--- config.mk ---
export PLATFORM = sky130hd
export DESIGN_NAME = imem_boot_loader
export DESIGN_NICKNAME = d
export VERILOG_FILES = /design/src/rtl/imem_boot_pkg.sv /design/src/rtl/imem_word_assembler.sv /design/src/rtl/imem_boot_loader.sv
export SDC_FILE = /design/constraint.sdc
export NUM_CORES = 1
export LEC_CHECK = 0
export ABC_CLOCK_PERIOD_IN_PS = 5700
export CAP_MARGIN = 10
export CORE_ASPECT_RATIO = 1.5
export CORE_UTILIZATION = 25
export DETAILED_ROUTE_END_ITERATION = 8
export GPL_TIMING_DRIVEN = 0
export SYNTH_ARGS = -nofsm -noshare
export SYNTH_HDL_FRONTEND = slang
export SYNTH_SLANG_ARGS = --single-unit
--- constraint.sdc ---
create_clock -name clk -period 5.7 [get_ports clk]
set_input_delay 0.855 -clock clk [delete_from_list [all_inputs] [get_ports clk]]
set_output_delay 0.855 -clock clk [all_outputs]
set_load 0.03 [all_outputs]
--- src/rtl/imem_boot_pkg.sv ---
// imem_boot_pkg: shared types and defaults for the boot loader.
// Loader FSM states, parameter defaults, peripheral base address.
package imem_boot_pkg;

  localparam int ADDR_W_DEF     = 8;
  localparam int MAX_WORDS_DEF  = 256;
  localparam int TIMEOUT_DEF    = 1000000;
  localparam logic [31:0] PERIPH_BASE = 32'h4000_0000;

  typedef enum logic [2:0] {
    RUN,
    HDR_HI,
    HDR_LO,
    DATA,
    CSUM,
    DONE,
    ERR
  } state_t;

endpackage

--- src/rtl/imem_word_assembler.sv ---
// imem_word_assembler: packs UART bytes big-endian into 32-bit words.
// Ports: clk, reset (async high), clear (new load), byte_valid/byte_in
// in; word_valid (1-cycle pulse), word, xsum (XOR of bytes), last_byte
// (next accepted byte completes a word) out.
module imem_word_assembler (
  input  logic        clk,
  input  logic        reset,
  input  logic        clear,
  input  logic        byte_valid,
  input  logic [7:0]  byte_in,
  output logic        word_valid,
  output logic [31:0] word,
  output logic [7:0]  xsum,
  output logic        last_byte
);

  logic [1:0] cnt;

  assign last_byte = (cnt == 2'd3);

  always_ff @(posedge clk or posedge reset) begin
    if (reset) begin
      cnt        <= '0;
      word       <= '0;
      xsum       <= '0;
      word_valid <= 1'b0;
    end else if (clear) begin
      cnt        <= '0;
      word       <= '0;
      xsum       <= '0;
      word_valid <= 1'b0;
    end else begin
      word_valid <= byte_valid && last_byte;
      if (byte_valid) begin
        word <= {word[23:0], byte_in};
        xsum <= xsum ^ byte_in;
        cnt  <= cnt + 2'd1;
      end
    end
  end

endmodule

--- src/rtl/imem_boot_loader.sv ---
// imem_boot_loader: loads a UART-delivered program into instruction
// memory while holding the CPU in reset, then releases it.
// Ports: clk, reset, load_req, rx_valid/rx_data, cpu_pc in;
// imem_raddr (comb fetch index), imem_we/waddr/wdata (write port),
// cpu_hold, load_done, load_err, word_count out.
module imem_boot_loader
  import imem_boot_pkg::*;
#(
  parameter int ADDR_W         = ADDR_W_DEF,
  parameter int MAX_WORDS      = MAX_WORDS_DEF,
  parameter int TIMEOUT_CYCLES = TIMEOUT_DEF
) (
  input  logic              clk,
  input  logic              reset,
  input  logic              load_req,
  input  logic              rx_valid,
  input  logic [7:0]        rx_data,
  input  logic [31:0]       cpu_pc,
  output logic [ADDR_W-1:0] imem_raddr,
  output logic              imem_we,
  output logic [ADDR_W-1:0] imem_waddr,
  output logic [31:0]       imem_wdata,
  output logic              cpu_hold,
  output logic              load_done,
  output logic              load_err,
  output logic [ADDR_W:0]   word_count
);

  localparam int IDLE_W = $clog2(TIMEOUT_CYCLES + 1);

  state_t state, state_n;

  logic [15:0]       nwords, nwords_n;
  logic [15:0]       nhdr;
  logic [IDLE_W-1:0] idle, idle_n;
  logic [ADDR_W-1:0] windex;
  logic              hold_n, done_n, err_n;
  logic              start, take;
  logic              active, timeout, last_word;
  logic              word_valid, last_byte;
  logic [31:0]       word;
  logic [7:0]        xsum;
  logic              unused_pc;

  assign imem_raddr = cpu_pc[ADDR_W+1:2];
  assign unused_pc  = ^{cpu_pc[31:ADDR_W+2], cpu_pc[1:0]};

  assign imem_we    = word_valid;
  assign imem_wdata = word;
  assign imem_waddr = windex;

  imem_word_assembler u_asm (
    .clk        (clk),
    .reset      (reset),
    .clear      (start),
    .byte_valid (take),
    .byte_in    (rx_data),
    .word_valid (word_valid),
    .word       (word),
    .xsum       (xsum),
    .last_byte  (last_byte)
  );

  assign active = (state == HDR_HI) || (state == HDR_LO) ||
                  (state == DATA)   || (state == CSUM);

  // A byte on the expiry cycle wins over the timeout.
  assign timeout = active && !rx_valid &&
                   (idle == IDLE_W'(TIMEOUT_CYCLES - 1));

  assign idle_n = (!active || rx_valid) ? '0 : idle + 1'b1;

  assign nhdr = {nwords[15:8], rx_data};

  // Word being assembled now is the final one of the program.
  assign last_word = (17'(word_count) + 17'd1) == 17'(nwords);

  always_comb begin
    state_n  = state;
    hold_n   = cpu_hold;
    done_n   = load_done;
    err_n    = load_err;
    nwords_n = nwords;
    start    = 1'b0;
    take     = 1'b0;
    unique case (state)
      RUN, ERR: begin
        if (load_req) begin
          start   = 1'b1;
          state_n = HDR_HI;
          hold_n  = 1'b1;
          done_n  = 1'b0;
          err_n   = 1'b0;
        end
      end
      HDR_HI: begin
        if (rx_valid) begin
          nwords_n[15:8] = rx_data;
          state_n        = HDR_LO;
        end
      end
      HDR_LO: begin
        if (rx_valid) begin
          nwords_n = nhdr;
          if (nhdr == 16'd0 || int'(nhdr) > MAX_WORDS) begin
            state_n = ERR;
            err_n   = 1'b1;
          end else begin
            state_n = DATA;
          end
        end
      end
      DATA: begin
        if (rx_valid) begin
          take = 1'b1;
          if (last_byte && last_word) state_n = CSUM;
        end
      end
      CSUM: begin
        if (rx_valid) begin
          if (rx_data == xsum) begin
            state_n = DONE;
            done_n  = 1'b1;
          end else begin
            state_n = ERR;
            err_n   = 1'b1;
          end
        end
      end
      DONE: begin
        state_n = RUN;
        hold_n  = 1'b0;
      end
      default: begin
        state_n = RUN;
        hold_n  = 1'b0;
      end
    endcase
    if (timeout) begin
      state_n = ERR;
      err_n   = 1'b1;
    end
  end

  always_ff @(posedge clk or posedge reset) begin
    if (reset) begin
      state     <= RUN;
      cpu_hold  <= 1'b0;
      load_done <= 1'b0;
      load_err  <= 1'b0;
      nwords    <= '0;
      idle      <= '0;
    end else begin
      state     <= state_n;
      cpu_hold  <= hold_n;
      load_done <= done_n;
      load_err  <= err_n;
      nwords    <= nwords_n;
      idle      <= idle_n;
    end
  end

  // The final write lands in CSUM; the index stays on the last word.
  always_ff @(posedge clk or posedge reset) begin
    if (reset) begin
      windex     <= '0;
      word_count <= '0;
    end else if (start) begin
      windex     <= '0;
      word_count <= '0;
    end else if (word_valid) begin
      word_count <= word_count + 1'b1;
      if (state == DATA) windex <= windex + 1'b1;
    end
  end

endmodule

## After elaboration in Yosys (flattened, before gate mapping)

Cells that the tools add are included.

| storage, ports and cells | value |
|---|---|
| memories | 0 |
| output and inout port bits | 61 |
| latch bits | 0 |
| memory bits (read-only) | 0 |
| logic and storage cells | 110 |
| bits of input ports | 44 |
| register bits | 102 |
| bits in writable memories | 0 |

| operators by class | value |
|---|---|
| muxes and demuxes | 41 |
| reductions and logical operators | 27 |
| multipliers | 0 |
| shift operators | 0 |
| order comparisons | 1 |
| divide/modulo/power cells | 0 |
| add/subtract/negate cells | 5 |
| equal/unequal tests | 20 |
| bitwise gates (word level) | 3 |

Operators by type and width:

| cell | count |
|---|---|
| $mux 32 | 2 |
| $mux 8 | 6 |
| $mux 3 | 8 |
| $add 20x1->20 const B | 1 |
| $eq 20x20->1 const B | 1 |
| $mux 20 | 1 |
| $mux 9 | 2 |
| $ne 3x3->1 const B | 6 |
| $eq 10x16->1 | 1 |
| $gt 16x9->1 const B | 1 |
| $logic_not 16->1 | 1 |
| $pmux 8 s2 | 1 |
| $pmux 3 s5 | 1 |
| $mux 1 | 14 |
| $reduce_and 6->1 | 2 |
| $add 9x1->10 const B | 1 |
| $add 9x1->9 const B | 1 |
| $add 8x1->8 const B | 1 |
| $eq 8x8->1 | 1 |
| $reduce_bool 2->1 | 4 |
| $xor 8x8->8 | 1 |
| $eq 3x2->1 const B | 2 |
| $eq 3x3->1 const B | 2 |
| $mux 2 | 3 |
| other kinds (19) | 33 |

## Longest topological paths before layout

Gate-level depths: netlist of run 1.

| depth | value |
|---|---|
| depth after elaboration | 8 |
| gate-level depth with buffers | 8 |
| depth with buffers taken out | 7 |

## By module

A second synthesis of run 1 with hierarchy kept.

| second synthesis, totals | value |
|---|---|
| cells, all modules | 494 |
| area total of the unflattened synthesis | 5237.5 um^2 |

By module, submodules not included:

| module | area an instance (um^2) | cells each | instances | sequential area each (um^2) |
|---|---|---|---|---|
| imem_boot_loader | 3378.2 | 344 | 1 | 1476.4 |
| imem_word_assembler | 1859.3 | 150 | 1 | 1076.0 |

## Least setup slack after synthesis of run 1

OpenSTA, ideal clock, no wires.

| timing path | value |
|---|---|
| path type | register -> register |
| start | register word_count[0] |
| end | register state[0] |
| path slack | 3.644 ns |
| path buffers | 0 |
| arrival time | 1.937 ns |
| period minus slack after synthesis | 2.056 ns |
| setup time | 0.119 ns |
| cell stages (with the launch flop) | 8 |
| required time | 5.581 ns |
| cells stage by stage | dfrtp_1 > ha_1 > and2_1 > nand4_1 > xnor2_1 > nor4b_2 > a31oi_1 > o21ba_1 |

| between the ends | value |
|---|---|
| word-level cells in the longest chain between the ends | 5 |

Ends and longest elaborated chain:

| what | line | RTL |
|---|---|---|
| start, declared | imem_boot_loader.sv:26 | `output logic [ADDR_W:0] word_count` |
| start signal, assigned | imem_boot_loader.sv:172 | `word_count <= word_count + 1'b1;` |
| $add 9x1->10 | imem_boot_loader.sv:76 | `assign last_word = (17'(word_count) + 17'd1) == 17'(nwords);` |
| $eq 10x16->1 | imem_boot_loader.sv:76 |  |
| $logic_and 1x1->1 | imem_boot_loader.sv:116 | `if (last_byte && last_word) state_n = CSUM;` |
| $ne 3x2->1 (no line) | -- |  |
| $reduce_and 6->1 (no line) | -- |  |
| end signal, assigned | imem_boot_loader.sv:154 | `state <= state_n;` |
| end, declared | imem_boot_loader.sv:31 | `state_t state, state_n;` |

No other way between the ends.
A chain may end at the register's enable or synchronous reset.

## Final worst setup path of run 1

| timing path | value |
|---|---|
| start | input port load_req |
| end | register word_count[8] |

| between the ends | value |
|---|---|
| word-level cells in the longest chain between the ends | 3 |
| elaborated cells on any way between the ends | 4 |
| those cells by class | 3 x mux; 1 x reduce/logical |

Ends and longest elaborated chain:

| what | line | RTL |
|---|---|---|
| start, declared | imem_boot_loader.sv:15 | `input logic load_req,` |
| $mux 1 (*) | imem_boot_loader.sv:88 | `if (load_req) begin` |
| $mux 1 (*) | imem_boot_loader.sv:86 | `unique case (state)` |
| $mux 9 or $reduce_bool 2->1 (tied branches) | -- |  |

Every way passes the cells marked *; elsewhere a longest branch is shown, timed or not.

==> run_results.csv, run 1 <==
group,metric,value,unit
global_routing,grt_antenna_before_repair,0,
worst_setup_path,required,5930,ps
min_path,hold_class,"reg2reg",
sta,fin_tns_setup,0,ps
floorplanning,dieArea,20500,um^2
worst_setup_path,crit_slowest_cell,"nor3b_2",
sta,hold_viol,0,
pwr,p_total,2.46,mW
floorplanning,io-pin-count,105,
clocking,path_clk_slew,80,ps
synthesis,synth_top_area_frac,0.514,
synthesis,ys_ff_latch,102,
detailed_routing,vias,3851,
sta,grt_setup_unrepaired,"no",
global_routing,grt_max_degree,68,
job,cap_violations,0,
worst_setup_path,worstPathArrival,2910,ps
finish,n_antenna_cell,0,
floorplanning,core,19300,um^2
status,status,"finished clean",
sta,min_period,2690,ps
sta,fin_ws,3010,ps
pwr,power_density,386,nW/um^2
sta,max_freq,372,MHz
synthesis,synth_area_leaders,"dfrtp_1 51%, xor2_1 7.1%, nand2_1 6.8%",
floorplanning,rows,62,
synthesis,netlist_instances,517,
pwr,ir_drop,0.160,mV
detailed_routing,drt_wl_total,12100,um
clocking,post_cts_buffers,0,
worst_setup_path,worst_setup_path_end_kind,"register",
worst_setup_path,cp_top_family,"buffers and inverters",
min_path,worst_hold_path.num_cells,1,
clocking,cts_buffer_depth,2,
floorplanning,initial_core_util,0.257,
worst_setup_path,critPathLaunchType,"input port",
clocking,post_cts_resized,0,
synthesis,syn_avg_cell_area,9.61,um^2
clocking,htreeDepth,3,
detailed_routing,drc,0,
clocking,cts_root_buffer,"clkbuf_16",
synthesis,synth_ff_type,"dfrtp_1",
worst_setup_path,cp_max_fo,10,
finish,post-route-util,0.330,
detailed_routing,avgRoutedWirePerCell,14.0,um
placement,dp_worst_setup_slack,2580,ps
synthesis,synth_common_cells,"102 x dfrtp_1, 90 x nand2_1, 55 x nor2_1",
placement,dp_cells,846,
placement,hpwl,8890,um
finish,multi_input_area,2210,um^2
sta,finalSetupViolations,0,
floorplanning,die_x,117,um
synthesis,synth.most_common_cell,"dfrtp_1",
placement,port_buffers,72,
synthesis,ys_types,47,
detailed_routing,ant_nets,0,
sta,tightestPinTransition,833,ps
finish,synthToLayoutAreaGrowth,28.1,%
synthesis,seq_area_frac_synth,0.514,
min_path,min_to,"idle[0]",
finish,nets,649,
worst_setup_path,ff2ff_setup_slack,3460,ps
placement,gp_congestion,0.769,
sta,period_share,0.471,
synthesis,yosysTopAreaCell,"dfrtp_1",
finish,nFillCells,1985,
worst_setup_path,worstPathCellList,"clkdlybuf4s50_1 -> nor3b_2 -> clkbuf_1 -> buf_2 -> nor2_1",
clocking,tritoncts,"yes",
detailed_routing,drt-initial-drc-count,247,
clocking,clk-insertion-delay-late,350,ps
finish,seqCellArea,2550,um^2
worst_setup_path,cp_num_buf_inv,3,
worst_setup_path,slowest_delay,610,ps
synthesis,syn_area,4970,um^2
global_routing,grt-ovfl-total,0,
min_path,hold_start,"idle[0]",
worst_setup_path,timing.rr.end,"state[2]",
sta,drv_slew,0,
sta,skew,8.29,ps
sta,slew_headroom,0.440,
detailed_routing,routed_via_density,4.47,
pwr,p_leak,2.65,nW
clocking,cts.sinks,102,
finish,drive_gt1_frac,0.0924,
synthesis,synth-async-reset-ratio,1.00,
global_routing,grtUsageTotal,0.128,
floorplanning,die_y,175,um
clocking,postCtsHoldBufs,0,
clocking,numCtsBuffers,9,
global_routing,grt_pass1_wl,20000,um
worst_setup_path,reg2regPathDepth,6,
synthesis,syn-num-nets,565,
global_routing,grt_pass1_vias,3849,
worst_setup_path,worstSetupPathType,"in2reg",
synthesis,ys_warn_count,0,
finish,final_cells,862,
detailed_routing,dr.pass1.iters,4,
synthesis,synth-edff-count,0,
worst_setup_path,timing.rr.start,"state[2]",
[placed cells by master (no fill, tap or decap), types with 4 or more instances in the layout]
| master | netlist | final |
|---|---|---|
| a21oi_1 | 42 | 42 |
| and2_1 | 4 | 4 |
| and3_1 | 8 | 8 |
| buf_2 | 8 | 8 |
| buf_4 | 8 | 8 |
| clkbuf_1 | 17 | 17 |
| clkbuf_16 | 0 | 9 |
| clkdlybuf4s50_1 | 0 | 72 |
| dfrtp_1 | 102 | 102 |
| ha_1 | 4 | 4 |
| inv_1 | 9 | 8 |
| mux2_2 | 14 | 14 |
| nand2_1 | 90 | 90 |
| nand3_1 | 22 | 22 |
| nand4_1 | 9 | 9 |
| nor2_1 | 55 | 55 |
| nor3_1 | 4 | 4 |
| nor4_1 | 6 | 6 |
| o21ai_0 | 9 | 9 |
| xnor2_1 | 21 | 21 |
| xor2_1 | 40 | 40 |
[per-layer routing]
| metal | vias up | track usage | routed length (um) |
|---|---|---|---|
| li1 | 1900 | - | - |
| met1 | 1852 | 0.144 | 4790 |
| met2 | 84 | 0.231 | 6450 |
| met3 | 15 | 0.0271 | 609 |
| met4 | 0 | 0.0491 | 206 |
| met5 | - | 0 | 0 |
[registers in the layout, summed over array words and instances, names as in the netlist]
name              flops
u_asm.cnt             2
load_done             1
u_asm.word_valid      1
word_count            9
imem_waddr            8
load_err              1
u_asm.xsum            8
cpu_hold              1
state                 3
idle                 20
nwords               16
u_asm.word           32
[final cells by class]
class,instances,area share
sequential,102,0.401
multi-input combinational,371,0.347
timing repair buffer,73,0.118
tap,256,0.0503
clock buffer,10,0.0375
buffer,35,0.0271
clock inverter,6,0.0136
inverter,9,0.00570
[cell families after synthesis]
family	Yosys count	share of synthesized area
buffers and inverters	44	0.0415
and+or+nand+nor	224	0.215
AOI/OAI and AO/OA	65	0.0743
DFF	102	0.514
adders and majority gates	4	0.0101
muxes	17	0.0378
xor gates and xnor gates	61	0.108
[how the worst max path moves through the flow]
stage               cells past startpoint     start        endpoint
global route                            5  load_req   word_count[8]
finish                                  5  load_req   word_count[8]
CTS                                     5  load_req   u_asm.xsum[4]
floorplan                               1     reset        cpu_hold
global placement                        2     reset  u_asm.word[31]
detailed placement                      5  load_req   u_asm.xsum[4]
[per-stage QoR]
| stage | hold WS, ps | area (um^2) |
|---|---|---|
| floorplan | 447 | 4970 |
| global placement | 470 | 6010 |
| detailed placement | 472 | 6040 |
| CTS | 483 | 6360 |
| global route | 515 | 6360 |
| finish | 478 | 6360 |
[where the power goes]
| group | switching, mW | internal (mW) | total [mW] |
|---|---|---|---|
| combinational | 0.482 | 0.325 | 0.807 |
| sequential | 0.119 | 0.868 | 0.987 |
| clock | 0.299 | 0.365 | 0.664 |
| total | 0.900 | 1.56 | 2.46 |
Power figures use the tool's default switching activity.
==> run 2: changes to the inputs <==
--- a/config.mk
+++ b/config.mk
@@ -5,7 +5,7 @@
 export SDC_FILE = /design/constraint.sdc
 export NUM_CORES = 1
 export LEC_CHECK = 0
-export ABC_CLOCK_PERIOD_IN_PS = 5700
+export ABC_CLOCK_PERIOD_IN_PS = 2700
 export CAP_MARGIN = 10
 export CORE_ASPECT_RATIO = 1.5
 export CORE_UTILIZATION = 25
==> constraint.sdc (replaced) <==
create_clock -name clk -period 2.7 [get_ports clk]
set_input_delay 0.405 -clock clk [delete_from_list [all_inputs] [get_ports clk]]
set_output_delay 0.405 -clock clk [all_outputs]
set_load 0.03 [all_outputs]
==> run_results.csv, run 2 (same netlist as run 1, synthesis figures left out) <==
group,metric,value,unit
sta,period_share,0.830,
clocking,tritoncts,"yes",
sta,fin_tns_setup,0,ps
pwr,ir_drop,0.441,mV
floorplanning,die_x,117,um
detailed_routing,drt_wl_total,11900,um
finish,reg.largest.list,"u_asm.word (32), idle (20), nwords (16)",
sta,max_freq,446,MHz
finish,n_antenna_cell,0,
finish,max_flop_register,"u_asm.word",
detailed_routing,routed_via_density,4.49,
sta,min_period,2240,ps
clocking,path_clk_slew,70,ps
finish,nets,651,
clocking,postCtsHoldBufs,0,
pwr,p_total,5.08,mW
placement,post_dp_cell_area,6070,um^2
detailed_routing,ant_nets,0,
detailed_routing,drc,0,
worst_setup_path,worst_setup_path_end_kind,"register",
worst_setup_path,worstSetupPathType,"in2reg",
finish,drive_gt1_frac,0.0954,
global_routing,grt-ovfl-total,0,
clocking,cts_root_buffer,"clkbuf_16",
clocking,numCtsBuffers,9,
placement,gp_congestion,0.769,
floorplanning,die_y,175,um
clocking,htreeDepth,3,
detailed_routing,drt-initial-drc-count,225,
finish,final_common_cell,"dfrtp_1",
finish,largest_register_ffs,32,
sta,hold_viol,0,
floorplanning,initial_core_util,0.257,
sta,drv_slew,0,
finish,design_area,6380,um^2
finish,post-route-util,0.330,
finish,seqCellArea,2550,um^2
global_routing,grt_antenna_before_repair,0,
min_path,hold_class,"in2async",
sta,skew,6.10,ps
floorplanning,io-pin-count,105,
worst_setup_path,worstPathArrival,2470,ps
clocking,post_cts_resized,0,
detailed_routing,avgRoutedWirePerCell,13.8,um
clocking,cts_buffer_depth,2,
sta,tightestPinTransition,788,ps
clocking,clk-insertion-delay-late,350,ps
detailed_routing,vias,3876,
pwr,p_leak,2.64,nW
placement,port_buffers,72,
job,cap_violations,0,
global_routing,grt_pass1_vias,3783,
sta,finalSetupViolations,0,
finish,multi_input_area,2210,um^2
global_routing,grt_pass1_wl,19400,um
floorplanning,rows,62,
finish,final_cell_mix,"102 x dfrtp_1, 90 x nand2_1, 72 x clkdlybuf4s50_1",
clocking,cts.sinks,102,
floorplanning,dieArea,20500,um^2
sta,grt_setup_unrepaired,"no",
sta,slew_headroom,0.470,
finish,synthToLayoutAreaGrowth,28.3,%
global_routing,grtUsageTotal,0.125,
detailed_routing,dr.pass1.iters,5,
floorplanning,core,19300,um^2
finish,nFillCells,1942,
placement,hpwl,9030,um
global_routing,grt_max_degree,32,
pwr,power_density,797,nW/um^2
worst_setup_path,critPathLaunchType,"input port",
worst_setup_path,required,2930,ps
clocking,post_cts_buffers,0,
worst_setup_path,cp_max_fo,10,
status,status,"finished clean",
[run 2: per-layer routing]
metal	GRT usage	vias up	routed length (um)	part of all wire
met3	0.0281	15	527	0.044
li1	-	1905	-	-
met1	0.145	1871	4830	0.41
met5	0	-	0	0
met2	0.217	85	6270	0.53
met4	0.0512	0	259	0.022
[run 2: worst max-delay path, stage by stage]
cell	delay, ps
clkdlybuf4s50_1	600
nor3b_2	610
clkbuf_1	420
buf_2	330
nor2_1	80
[run 2: power by group]
part           switching [mW]  internal, mW
sequential              0.254          1.83
clock                   0.621         0.677
combinational            1.00         0.691
[run 2: layout make-up]
class                   instances  area share
clock inverters                 6      0.0100
well taps                     256      0.0502
plain buffers                  35      0.0271
inverters                       9     0.00589
repair buffers                 75       0.122
flip-flops and latches        102       0.400
clock buffers                  10      0.0375
multi-input cells             371       0.347
[run 2: worst paths after layout]
path | depth (start not counted) | to | start | slack [ps]
worst max-delay path | 5 | u_asm.xsum[4] | load_req | 460
worst min-delay path | 2 | u_asm.word[29] | reset | 440
worst max register to register | 7 | state[1] | word_count[0] | 470
worst min register to register | 1 | idle[0] | idle[0] | 480
max in group asynchronous | 5 | nwords[2] | reset | 1320
min in group clk | 1 | idle[0] | idle[0] | 480
[run 2: metrics by stage]
| stage | setup WS [ps] | hold WS [ps] | cells |
|---|---|---|---|
| floorplan | 644 | 447 | 517 |
| global placement | -36.1 | 465 | 845 |
| detailed placement | 40.1 | 474 | 848 |
| CTS | 407 | 442 | 864 |
| global route | 255 | 475 | 864 |
| finish | 460 | 436 | 864 |
==> run 3: changes to the inputs <==
--- a/config.mk
+++ b/config.mk
@@ -5,7 +5,7 @@
 export SDC_FILE = /design/constraint.sdc
 export NUM_CORES = 1
 export LEC_CHECK = 0
-export ABC_CLOCK_PERIOD_IN_PS = 2700
+export ABC_CLOCK_PERIOD_IN_PS = 1900
 export CAP_MARGIN = 10
 export CORE_ASPECT_RATIO = 1.5
 export CORE_UTILIZATION = 25
==> constraint.sdc (replaced) <==
create_clock -name clk -period 1.9 [get_ports clk]
set_input_delay 0.285 -clock clk [delete_from_list [all_inputs] [get_ports clk]]
set_output_delay 0.285 -clock clk [all_outputs]
set_load 0.03 [all_outputs]
==> run_results.csv, run 3 (same netlist as run 1, synthesis figures left out) <==
group,metric,value,unit
pwr,switchingPower,2.80,mW
worst_setup_path,required,2120,ps
finish,drive_gt1_frac,0.149,
min_path,hold_class,"in2async",
global_routing,grt_pass1_wl,20000,um
worst_setup_path,slowest_delay,430,ps
floorplanning,die_y,175,um
worst_setup_path,reg2regPathDepth,7,
sta,min_period,1950,ps
clocking,cts.sinks,102,
sta,period_share,1.03,
finish,final_cell_mix,"99 x dfrtp_1, 89 x nand2_1, 69 x clkdlybuf4s50_1",
sta,skew,8.76,ps
detailed_routing,routed_via_density,4.46,
worst_setup_path,timing.rr.end,"state[1]",
clocking,postCtsHoldBufs,0,
global_routing,grt_pass1_vias,3868,
sta,grt_setup_unrepaired,"yes",
pwr,p_int,4.73,mW
worst_setup_path,cp_top_family,"simple AND/OR/NAND/NOR gates",
status,violations,"setup timing",
floorplanning,dieArea,20500,um^2
pwr,sw_frac_of_total,0.371,
pwr,combPwrFrac,0.349,
floorplanning,core,19300,um^2
finish,synthToLayoutAreaGrowth,32.9,%
floorplanning,initial_core_util,0.257,
finish,nets,660,
worst_setup_path,worstPathCellList,"ha_4 -> xnor2_2 -> nand2_2 -> nor4_4 -> nor4b_4 -> a31oi_2 -> nand4b_1",
detailed_routing,vias,3893,
sta,fin_ws,-54.0,ps
clocking,numCtsBuffers,9,
global_routing,grtUsageTotal,0.128,
detailed_routing,drc,0,
global_routing,grt-ovfl-total,0,
worst_setup_path,cp_num_buf_inv,0,
finish,seqCellArea,2560,um^2
global_routing,grt_max_degree,36,
pwr,ir_drop,0.610,mV
finish,max_flop_register,"u_asm.word",
sta,drv_slew,0,
floorplanning,io-pin-count,105,
status,status,"finished with violations",
floorplanning,rows,62,
worst_setup_path,worstSetupPathType,"reg2reg",
job,cap_violations,0,
pwr,p_seq_frac,0.397,
sta,finalSetupViolations,3,
placement,hpwl,8810,um
clocking,path_clk_slew,70,ps
sta,fin_tns_setup,-107,ps
clocking,cts_buffer_depth,2,
worst_setup_path,timing.rr.start,"word_count[0]",
worst_setup_path,cp_max_fo,2,
sta,holdWs,426,ps
finish,final_common_cell,"dfrtp_1",
clocking,clk-insertion-delay-late,350,ps
worst_setup_path,ff2ff_setup_slack,-50,ps
sta,slew_headroom,0.478,
finish,multi_input_area,2350,um^2
finish,nFillCells,1951,
pwr,p_total,7.53,mW
finish,reg.largest.list,"u_asm.word (32), idle (20), nwords (16)",
finish,n_antenna_cell,0,
finish,largest_register_ffs,32,
clocking,tritoncts,"yes",
global_routing,grt_antenna_before_repair,0,
sta,max_freq,512,MHz
worst_setup_path,critPathLaunchType,"register",
pwr,power_frac_clock,0.254,
pwr,p_leak,2.80,nW
placement,gp_congestion,0.750,
clocking,cts_root_buffer,"clkbuf_16",
placement,port_buffers,72,
floorplanning,die_x,117,um
worst_setup_path,worst_setup_path_end_kind,"register",
detailed_routing,dr.pass1.iters,5,
worst_setup_path,crit_slowest_cell,"dfrtp_2",
detailed_routing,drt-initial-drc-count,287,
detailed_routing,ant_nets,0,
detailed_routing,drt_wl_total,12100,um
sta,tightestPinTransition,782,ps
worst_setup_path,worstPathArrival,2170,ps
clocking,htreeDepth,3,
sta,hold_viol,0,
detailed_routing,avgRoutedWirePerCell,13.9,um
placement,dp_worst_setup_slack,-663,ps
pwr,power_density,1140,nW/um^2
[run 3: cell count changes in the layout (fill, tap and decap cells not counted), sizes merged]
cell           previous run  this run
buf                      20        29
bufinv                    0         1
clkdlybuf4s50            72        69
dlygate4sd2               0         2
clkbuf                   28        27
inv                      11        10
dlymetal6s2s              0         1
[run 3: worst max-delay path by stage]
stage             startpoint  depth (start not counted)  slack [ps]             to
3_3_place_gp           reset                          2        -900  word_count[0]
4_1_cts        word_count[1]                          7         -30       state[1]
6_report       word_count[0]                          7         -50       state[1]
2_1_floorplan  word_count[2]                          7          10       state[0]
5_1_grt        word_count[1]                          7        -150       state[1]
3_5_place_dp        load_req                          5        -660  word_count[8]
[run 3: final cells by class]
type | count | area share
Timing Repair Buffer | 85 | 0.128
Clock inverter | 6 | 0.0121
Tap cell | 256 | 0.0485
Inverter | 9 | 0.00569
Sequential cell | 102 | 0.387
Multi-Input combinational cell | 371 | 0.356
Buffer | 34 | 0.0284
Clock buffer | 9 | 0.0341
[run 3: per-layer routing]
layer,global-route usage,up-vias,share of wire
met5,0,-,0
met4,0.0454,0,0.018
met3,0.0312,14,0.042
met2,0.223,84,0.52
met1,0.149,1877,0.42
li1,-,1918,-
[run 3: per-stage QoR]
stage,util,area (um^2),cells
2_1_floorplan,-,4990,517
3_3_place_gp,0.312,6030,845
3_5_place_dp,0.314,6070,847
4_1_cts,0.337,6510,867
5_1_grt,0.342,6600,872
6_report,0.342,6600,872
[run 3: power by group through the flow]
stage / Combinational (mW) / Sequential, mW / Clock (mW)
2_1_floorplan: 1.49 / 3.15 / 0
3_3_place_gp: 2.41 / 2.99 / 0
3_5_place_dp: 2.45 / 3.01 / 0
4_1_cts: 2.62 / 2.99 / 1.96
5_1_grt: 2.90 / 3.04 / 2.04
6_report: 2.63 / 2.99 / 1.91
[run 3: timing repair]
item                                    4_1_cts  5_1_grt
pin swaps                                    10        5
gates cloned                                  0        0
gates resized for setup                      21       25
endpoints found under the setup margin       70       44
setup buffers                                 6        5
